## config.mk

```make
export PLATFORM = sky130hd
export DESIGN_NAME = instr_fetch_unit_flat
export DESIGN_NICKNAME = d
export VERILOG_FILES = /design/src/rtl/fetch_pkg.sv /design/src/rtl/instr_fetch_unit_if.sv /design/src/rtl/instr_fetch_unit_if_id_reg.sv /design/src/rtl/instr_fetch_unit.sv /design/src/flat_wrapper.sv
export SDC_FILE = /design/constraint.sdc
export NUM_CORES = 1
export LEC_CHECK = 0
export ABC_AREA = 1
export CAP_MARGIN = 10
export CORE_MARGIN = 2
export CORE_UTILIZATION = 40
export CTS_BUF_LIST = sky130_fd_sc_hd__clkbuf_8
export CTS_CLUSTER_DIAMETER = 30
export DETAILED_ROUTE_END_ITERATION = 8
export PLACE_DENSITY = 0.69
export SYNTH_ARGS = -nofsm -noshare
export SYNTH_HDL_FRONTEND = slang
export SYNTH_SLANG_ARGS = --single-unit
```

## constraint.sdc

```tcl
create_clock -name clk -period 2 [get_ports clk]
set_input_delay 0.4 -clock clk [delete_from_list [all_inputs] [get_ports clk]]
set_output_delay 0.4 -clock clk [all_outputs]
set_load 0.1 [all_outputs]
```

## src/rtl/fetch_pkg.sv

```systemverilog
// Shared types and constants for the instruction fetch stage.
package fetch_pkg;

    localparam int XLEN = 32;
    localparam int ILEN = 32;

    localparam logic [ILEN-1:0] NOP_INSTR = 32'h0000_0013;

    typedef enum logic [1:0] {
        S_BOOT,
        S_RUN,
        S_HALT
    } fetch_state_t;

    function automatic logic is_misaligned(input logic [XLEN-1:0] addr);
        return addr[1:0] != 2'b00;
    endfunction

endpackage

```

## src/rtl/instr_fetch_unit_if.sv

```systemverilog
// Fetch-stage bundle: imem port, pipeline control inputs and IF/ID / status outputs.
interface instr_fetch_unit_if import fetch_pkg::*; ();

    logic [XLEN-1:0] imem_addr;
    logic [ILEN-1:0] imem_rdata;
    logic            stall;
    logic            redirect_valid;
    logic [XLEN-1:0] redirect_target;
    logic            halt_req;
    logic            if_id_valid;
    logic [ILEN-1:0] if_id_instr;
    logic [XLEN-1:0] if_id_pc;
    logic [XLEN-1:0] if_id_pc_plus4;
    logic            fetch_fault;
    logic [XLEN-1:0] fault_addr;
    logic            halted;
    logic [31:0]     fetch_count;

    modport master (
        output imem_addr,
        input  imem_rdata,
        input  stall,
        input  redirect_valid,
        input  redirect_target,
        input  halt_req,
        output if_id_valid,
        output if_id_instr,
        output if_id_pc,
        output if_id_pc_plus4,
        output fetch_fault,
        output fault_addr,
        output halted,
        output fetch_count
    );

    modport slave (
        input  imem_addr,
        output imem_rdata,
        output stall,
        output redirect_valid,
        output redirect_target,
        output halt_req,
        input  if_id_valid,
        input  if_id_instr,
        input  if_id_pc,
        input  if_id_pc_plus4,
        input  fetch_fault,
        input  fault_addr,
        input  halted,
        input  fetch_count
    );

endinterface

```

## src/rtl/instr_fetch_unit_if_id_reg.sv

```systemverilog
// IF/ID pipeline register: flush beats load; with neither asserted it holds.
module if_id_reg
    import fetch_pkg::*;
#(
    parameter logic [ILEN-1:0] NOP_INSTR = fetch_pkg::NOP_INSTR
) (
    input  logic            clk,
    input  logic            rst_n,
    input  logic            load,
    input  logic            flush,
    input  logic [ILEN-1:0] fetch_instr,
    input  logic [XLEN-1:0] fetch_pc,
    output logic            valid,
    output logic [ILEN-1:0] instr,
    output logic [XLEN-1:0] pc,
    output logic [XLEN-1:0] pc_plus4
);

    // NOTE: state updates use non-blocking assignments so every flop samples
    // pre-edge values; the missing final else is a clock enable, not a latch.
    always_ff @(posedge clk or negedge rst_n) begin
        if (!rst_n) begin
            valid    <= 1'b0;
            instr    <= NOP_INSTR;
            pc       <= '0;
            pc_plus4 <= '0;
        end else if (flush) begin
            valid <= 1'b0;
            instr <= NOP_INSTR;
        end else if (load) begin
            valid    <= 1'b1;
            instr    <= fetch_instr;
            pc       <= fetch_pc;
            pc_plus4 <= fetch_pc + 32'd4;
        end
    end

endmodule

```

## src/rtl/instr_fetch_unit.sv

```systemverilog
// Fetch stage: PC register, next-PC select, fault detection and BOOT/RUN/HALT control.
module instr_fetch_unit
    import fetch_pkg::*;
#(
    parameter logic [XLEN-1:0] RESET_VECTOR = 32'h0000_0000,
    parameter int unsigned     IMEM_WORDS   = 20,
    parameter logic [ILEN-1:0] NOP_INSTR    = fetch_pkg::NOP_INSTR
) (
    input logic                 clk,
    input logic                 rst_n,
    instr_fetch_unit_if.master  bus
);

    fetch_state_t    state;
    logic [XLEN-1:0] pc;
    logic            fetch_fault;
    logic [XLEN-1:0] fault_addr;
    logic [31:0]     fetch_count;

    logic out_of_range;
    logic ifid_load;
    logic ifid_flush;

    assign out_of_range = 32'({2'b00, pc[XLEN-1:2]}) >= 32'(IMEM_WORDS);

    // NOTE: every combinational output gets a default first so no path infers a latch.
    always_comb begin
        ifid_load  = 1'b0;
        ifid_flush = 1'b0;
        case (state)
            S_RUN: begin
                if (bus.halt_req || bus.redirect_valid) begin
                    ifid_flush = 1'b1;
                end else if (!bus.stall) begin
                    if (out_of_range) ifid_flush = 1'b1;
                    else              ifid_load  = 1'b1;
                end
            end
            S_HALT:  ifid_flush = 1'b1;
            default: ;
        endcase
    end

    // Only the first fault is recorded; reaching S_HALT makes later faults impossible anyway.
    always_ff @(posedge clk or negedge rst_n) begin
        if (!rst_n) begin
            state       <= S_BOOT;
            pc          <= RESET_VECTOR;
            fetch_fault <= 1'b0;
            fault_addr  <= '0;
            fetch_count <= '0;
        end else begin
            case (state)
                S_BOOT: state <= S_RUN;
                S_RUN: begin
                    if (bus.halt_req) begin
                        state <= S_HALT;
                    end else if (bus.redirect_valid) begin
                        if (is_misaligned(bus.redirect_target)) begin
                            state       <= S_HALT;
                            fetch_fault <= 1'b1;
                            if (!fetch_fault) fault_addr <= bus.redirect_target;
                        end else begin
                            pc <= bus.redirect_target;
                        end
                    end else if (!bus.stall) begin
                        if (out_of_range) begin
                            state       <= S_HALT;
                            fetch_fault <= 1'b1;
                            if (!fetch_fault) fault_addr <= pc;
                        end else begin
                            pc          <= pc + 32'd4;
                            fetch_count <= fetch_count + 32'd1;
                        end
                    end
                end
                S_HALT:  ;
                default: state <= S_HALT;
            endcase
        end
    end

    if_id_reg #(
        .NOP_INSTR (NOP_INSTR)
    ) u_if_id_reg (
        .clk         (clk),
        .rst_n       (rst_n),
        .load        (ifid_load),
        .flush       (ifid_flush),
        .fetch_instr (bus.imem_rdata),
        .fetch_pc    (pc),
        .valid       (bus.if_id_valid),
        .instr       (bus.if_id_instr),
        .pc          (bus.if_id_pc),
        .pc_plus4    (bus.if_id_pc_plus4)
    );

    assign bus.imem_addr   = pc;
    assign bus.fetch_fault = fetch_fault;
    assign bus.fault_addr  = fault_addr;
    assign bus.halted      = (state == S_HALT);
    assign bus.fetch_count = fetch_count;

endmodule
```

## src/flat_wrapper.sv

```systemverilog
// flat-port wrapper written by rule: the top's interface ports become plain ports
module instr_fetch_unit_flat import fetch_pkg::*;
#(
    parameter logic [XLEN-1:0] RESET_VECTOR = 32'h0000_0000,
    parameter int unsigned     IMEM_WORDS   = 20,
    parameter logic [ILEN-1:0] NOP_INSTR    = fetch_pkg::NOP_INSTR
)
  (clk, rst_n, bus_imem_addr, bus_imem_rdata, bus_stall, bus_redirect_valid, bus_redirect_target, bus_halt_req, bus_if_id_valid, bus_if_id_instr, bus_if_id_pc, bus_if_id_pc_plus4, bus_fetch_fault, bus_fault_addr, bus_halted, bus_fetch_count);
  instr_fetch_unit_if bus_i ();
  input logic clk;
  input logic rst_n;
  output wire logic [$bits(bus_i.imem_addr)-1:0] bus_imem_addr;
  input wire logic [$bits(bus_i.imem_rdata)-1:0] bus_imem_rdata;
  input wire logic [$bits(bus_i.stall)-1:0] bus_stall;
  input wire logic [$bits(bus_i.redirect_valid)-1:0] bus_redirect_valid;
  input wire logic [$bits(bus_i.redirect_target)-1:0] bus_redirect_target;
  input wire logic [$bits(bus_i.halt_req)-1:0] bus_halt_req;
  output wire logic [$bits(bus_i.if_id_valid)-1:0] bus_if_id_valid;
  output wire logic [$bits(bus_i.if_id_instr)-1:0] bus_if_id_instr;
  output wire logic [$bits(bus_i.if_id_pc)-1:0] bus_if_id_pc;
  output wire logic [$bits(bus_i.if_id_pc_plus4)-1:0] bus_if_id_pc_plus4;
  output wire logic [$bits(bus_i.fetch_fault)-1:0] bus_fetch_fault;
  output wire logic [$bits(bus_i.fault_addr)-1:0] bus_fault_addr;
  output wire logic [$bits(bus_i.halted)-1:0] bus_halted;
  output wire logic [$bits(bus_i.fetch_count)-1:0] bus_fetch_count;
  assign bus_imem_addr = bus_i.imem_addr;
  assign bus_i.imem_rdata = bus_imem_rdata;
  assign bus_i.stall = bus_stall;
  assign bus_i.redirect_valid = bus_redirect_valid;
  assign bus_i.redirect_target = bus_redirect_target;
  assign bus_i.halt_req = bus_halt_req;
  assign bus_if_id_valid = bus_i.if_id_valid;
  assign bus_if_id_instr = bus_i.if_id_instr;
  assign bus_if_id_pc = bus_i.if_id_pc;
  assign bus_if_id_pc_plus4 = bus_i.if_id_pc_plus4;
  assign bus_fetch_fault = bus_i.fetch_fault;
  assign bus_fault_addr = bus_i.fault_addr;
  assign bus_halted = bus_i.halted;
  assign bus_fetch_count = bus_i.fetch_count;
  instr_fetch_unit #(.RESET_VECTOR(RESET_VECTOR), .IMEM_WORDS(IMEM_WORDS), .NOP_INSTR(NOP_INSTR)) u_core (.clk(clk), .rst_n(rst_n), .bus(bus_i));
endmodule
```

* Word level (Yosys, flattened, before mapping)
Index checks and enable logic that the tools add are counted.
** Storage, ports and cells
- Output and inout port bits :: 195
- Logic and storage cells :: 71
- Flip-flop bits (word level) :: 196
- Input bits :: 69
** Cells by class
- Bitwise operators :: 7
- Order comparisons :: 1
- Mux-type cells :: 32
- Equality and inequality tests :: 9
- Reduce and logical (&&, ||, !) cells :: 11
- Add/subtract/negate cells :: 2
** Operators by type and width (count)
- 32-bit two-way mux :: 12
- 32-bit by 1-bit adder with 32-bit output, second input constant :: 1
- 32-bit by 3-bit adder with 32-bit output, second input constant :: 1
- 30-bit by 5-bit greater-or-equal comparator with 1-bit output, second input constant :: 1
- 5-bit AND reduction :: 3
- 1-bit two-way mux :: 13
- 2-bit two-way mux :: 5
- 4-bit by 3-bit != test with 1-bit output, second input constant :: 2
- 1-bit NOT :: 7
- 2-bit one-hot mux with 3 select lines :: 1
- 6-bit AND reduction :: 1
- 2-bit nonzero test :: 3
- 2-bit by 1-bit != test with 1-bit output, second input constant :: 2
- 2-bit != test, second input constant :: 2
- 4-bit != test, second input constant :: 1
- 4-bit AND reduction :: 1
- 2-bit by 1-bit equality test with 1-bit output, second input constant :: 1
- 2-bit equality test, second input constant :: 1
- 2-bit logical NOT :: 1
- 1-bit one-hot mux with 2 select lines :: 1
- 2-bit AND reduction :: 1
- 1-bit logical OR :: 1

* Depth between registers and ports, before layout
- Word-level depth :: 7
- Depth in mapped cells :: 15
- Depth with buffers taken out :: 12

* Modules after synthesis
From an unflattened synthesis, not the netlist that was laid out.
** Second synthesis, totals
- Cell total of the unflattened synthesis :: 1328
- Area, all modules :: 10112.2 um2
** Modules (own cells, without submodules)
- instr_fetch_unit :: instances 1, seq. area each 2477.4 um2, area an instance 5774.3 um2, cells each 817
- if_id_reg :: instances 1, seq. area each 2381.0 um2, area an instance 4337.9 um2, cells each 511

* Worst setup path before layout
OpenSTA, ideal clock, no wires.
- Kind :: register to register
- From :: register u_core.pc[6], in the netlist u_core.bus.imem_addr[6]
- To :: register u_core.fault_addr[23], in the netlist u_core.bus.fault_addr[23]
- Arrival time :: 2.351 ns
- Stages on the path, launching flop included :: 14
- Setup time :: 0.122 ns
- Slack :: -0.473 ns
- Path buffers :: 3
- Cells stage by stage :: dfrtp_1 > buf_4 > nand2_2 > nand2_1 > nor2_1 > nand2_1 > nor2_2 > nand2_2 > nand4_1 > or2_1 > buf_6 > buf_6 > nand2_1 > o21ai_2
** Between the ends
- Word-level cells in the longest chain between the ends :: 3
** Ends and longest elaborated chain
- start, declared :: line instr_fetch_unit.sv:15 : logic [XLEN-1:0] pc;
- start signal, assigned :: line instr_fetch_unit.sv:64 : pc <= bus.redirect_target;
- start signal, assigned :: line instr_fetch_unit.sv:72 : pc <= pc + 32'd4;
- 30-bit by 5-bit greater-or-equal comparator with 1-bit output :: line instr_fetch_unit.sv:24 : assign out_of_range = 32'({2'b00, pc[XLEN-1:2]}) >= 32'(IMEM_WORDS);
- 2-bit nonzero test (no line)
- 6-bit AND reduction (no line)
- end signal, assigned :: line instr_fetch_unit.sv:62 : if (!fetch_fault) fault_addr <= bus.redirect_target;
- end signal, assigned :: line instr_fetch_unit.sv:70 : if (!fetch_fault) fault_addr <= pc;
- end, declared :: line instr_fetch_unit.sv:17 : logic [XLEN-1:0] fault_addr;
No other way between the ends.
A chain may end at the register's enable or synchronous reset.

* Worst setup path in the final report
- From :: register u_core.pc[6], in the netlist u_core.bus.imem_addr[6]
- To :: register u_core.fetch_count[26], in the netlist u_core.bus.fetch_count[26]
** Between the ends
- Word-level cells in the longest chain between the ends :: 3
** Ends and longest elaborated chain
- 30-bit by 5-bit greater-or-equal comparator with 1-bit output :: line instr_fetch_unit.sv:24
- 1-bit NOT (no line)
- 5-bit AND reduction (no line)
- end signal, assigned :: line instr_fetch_unit.sv:73 : fetch_count <= fetch_count + 32'd1;
- end, declared :: line instr_fetch_unit.sv:18 : logic [31:0] fetch_count;
No other way between the ends.

==> flow_summary.json <==
{
  "status": "complete, no violations",
  "reg2reg_to": "u_core.bus.fetch_count[26]",
  "ioPinCount": 264,
  "slew_headroom_pct": 64.83,
  "grt_max_degree": 54,
  "postSynth.asyncResetShare_pct": 100.0,
  "start_util_pct": 40.95,
  "r2r_start": "u_core.bus.imem_addr[6]",
  "vias": 7862,
  "period_needed_ns": 1.879,
  "drv_cap": 0,
  "io_buffers": 263,
  "grt_pass1_wl_um": 40390,
  "cts_made_buffers": 17,
  "syn_area_per_cell_um2": 9.047,
  "dieHeight_um": 153.9,
  "reg2reg_depth": 12,
  "clk_pin_slew_worst_paths_ns": 0.11,
  "synth_area_mm2": 0.008992,
  "finalHoldViolations": 0,
  "place_area_mm2": 0.01184,
  "antenna_found_initial": 0,
  "grt-ovfl-total": 0,
  "drc": 0,
  "critPathMaxFanout": 10,
  "area_growth_pct": 40.02,
  "synth_top_area_share_pct": 53.15,
  "maxSlewViolCount": 0,
  "p_switching_mw": 6.502,
  "synth_top_area_cell": "dfrtp_1",
  "place.gp.congestion": 0.8922,
  "fp.dieArea_mm2": 0.02370,
  "cp.required_ns": 2.37,
  "synthCells": 994,
  "synth_nets": 1069,
  "ys.flop_type": "dfrtp_1",
  "seq_area_frac_synth_pct": 54.03,
  "cts-root-buf": "clkbuf_8",
  "post-place-ws_ns": -0.07916,
  "die_w_um": 153.9,
  "criticalPathCategory": "reg -> reg",
  "hold_path_class": "in -> async",
  "synth.distinct_cells": 32,
  "via_per_inst": 5.017,
  "multiInputGateArea_mm2": 0.003636,
  "clock_skew_ns": 0.01735,
  "antenna-diode-count": 0,
  "layout_setup_ws_ns": 0.1211,
  "drtAntennaViolNets": 0,
  "clock-sinks": 194,
  "intPower_mw": 7.389,
  "dp_hpwl_um": 18290,
  "worst_pin_slew_ns": 0.5276,
  "routedWlPerCell_um": 16.72,
  "ys_ff_latch": 194,
  "period_share_pct": 93.95,
  "routed_wl_um": 26210,
  "swShare_pct": 46.81,
  "fp-row-count": 54,
  "endpoint_kind": "flop",
  "cts.htree.levels": 4,
  "combPwrFrac_pct": 47.1,
  "finalNetCount": 1349,
  "yosys-top-cells-count": "nand2_1, dfrtp_1, nand3_1",
  "ys_top_cells_by_area": "dfrtp_1, nand2_1, nand3_1",
  "core_area_mm2": 0.02196,
  "drive_above_1_share_pct": 32.32,
  "stdcell_area_mm2": 0.01259,
  "setup-violations-final": 0,
  "worstPathArrival_ns": 2.25,
  "clockBufferDepth": 2,
  "fmax_ghz": 0.5322,
  "firstDrtPassIters": 7,
  "seqPwrFrac_pct": 34.2,
  "cp-start-kind": "flop",
  "gr-usage-all-layers_pct": 21.29,
  "reg2reg_slack_ns": 0.12,
  "synth_most_common_cell": "nand2_1",
  "regArea_mm2": 0.004928,
  "ir_drop_uv": 1624,
  "drt_iter0_drc": 526,
  "yosysWarningCount": 0,
  "grt_pass1_vias": 7635,
  "cts_tree": "built",
  "p_leak_nw": 6.251,
  "clock_latency_ns": 0.46,
  "power.share.clock_pct": 18.7,
  "fillers": 1968,
  "power_density_mw_per_mm2": 1103,
  "synth_edf_count": 0
}
what timing repair did:
action	4_1_cts	5_1_grt
setup endpoints to repair	11	177
hold buffers	1	0
pin swaps	0	3
endpoints found under the hold margin	33	0
buffers inserted	0	11
gates resized for setup	1	27
gates cloned	0	9
critical path: stages (launching register included):
cell	delay [ns]
dfrtp_4	0.51
nand2_2	0.11
nand2_1	0.07
nor2_2	0.12
nand2_2	0.09
nor2_4	0.09
nand4_1	0.08
buf_4	0.19
buf_4	0.14
clkinv_2	0.10
clkbuf_16	0.18
nand2_1	0.05
o21ai_0	0.07
state kept, by name (all words and copies together) (netlist names):
name and flops:
u_core.u_if_id_reg.pc 32, u_core.bus.fetch_fault 1, u_core.bus.fault_addr 32, u_core.u_if_id_reg.valid 1, u_core.state 2, u_core.u_if_id_reg.pc_plus4 30
u_core.bus.fetch_count 32, u_core.u_if_id_reg.instr 32, u_core.bus.imem_addr 32
how the worst max path moves through the flow:
stage                             from                        endpoint  cells past startpoint
2_1_floorplan  u_core.bus.imem_addr[6]       u_core.bus.fault_addr[23]                     13
3_3_place_gp   u_core.bus.imem_addr[6]  u_core.u_if_id_reg.pc_plus4[2]                     12
3_5_place_dp              bus_halt_req        u_core.u_if_id_reg.pc[0]                      9
4_1_cts        u_core.bus.imem_addr[6]        u_core.u_if_id_reg.pc[5]                     12
5_1_grt        u_core.bus.imem_addr[6]      u_core.bus.fetch_count[26]                     12
6_report       u_core.bus.imem_addr[6]      u_core.bus.fetch_count[26]                     12
metrics by stage:
stage	TNS (ns)	util (%)	std cells	total power, mW	hold slack [ns]
after floorplan	-0.4752	-	994	9.178	0.1044
after global placement	-0.2509	53.94	1514	10.94	0.3516
after detailed placement	-1.104	53.94	1514	10.99	0.3523
after CTS	0	55.78	1547	13.60	0.4046
after global routing	-0.03521	57.34	1567	14.56	0.4161
final	0	57.34	1567	13.89	0.4142
cell usage in the layout, fill, tap and decap left out, drive strengths merged, types with 3 or more instances in the layout:
| cell type | count |
|---|---|
| ha | 6 |
| xnor2 | 13 |
| nor3 | 16 |
| nand3 | 94 |
| o31ai | 3 |
| a21boi | 58 |
| nand2 | 259 |
| nand4 | 12 |
| dfstp | 3 |
| dfrtp | 191 |
| o21a | 17 |
| nor2 | 70 |
| inv | 73 |
| clkbuf | 23 |
| clkinv | 4 |
| clkdlybuf4s50 | 66 |
| xor2 | 23 |
| nor4 | 5 |
| buf | 245 |
| a21oi | 40 |
| o21ai | 56 |
metal layers:
| layer | vias up | GRT usage, % | routed length (µm) |
|---|---|---|---|
| met5 | - | 0 | 0 |
| met4 | 0 | 6.320 | 421 |
| met3 | 25 | 5.778 | 1747 |
| met2 | 254 | 34.15 | 12570 |
| met1 | 3776 | 28.45 | 11470 |
| li1 | 3807 | - | - |
power by group through the flow:
stage	combinational [mW]	sequential, mW	clock [mW]
finish	6.55	4.75	2.60
global placement	6.09	4.85	0
floorplan	1.74	7.44	0
global route	6.93	4.81	2.82
detailed placement	6.14	4.85	0
CTS	6.16	4.78	2.67
logic make-up (layout without fill, tap and decap cells):
family / Yosys count / after routing / share of synthesized area [%]
buffers and inverters: 123 / 416 / 6.804
DFF: 194 / 194 / 54.03
xor gates and xnor gates: 36 / 36 / 3.506
adders and majority gates: 6 / 6 / 0.8348
AOI/OAI and AO/OA: 174 / 174 / 13.19
and+or+nand+nor: 461 / 461 / 21.64
final cells by class:
class                           count  area share, %
Clock buffer                       17          1.858
Clock inverter                     15          1.252
Inverter                           64          1.968
Multi-Input combinational cell    677          28.88
Sequential cell                   194          39.14
Tap cell                          280          2.782
Timing Repair Buffer              318          24.04
Timing Repair inverter              2        0.07950
(Power assumes the default switching activity.)
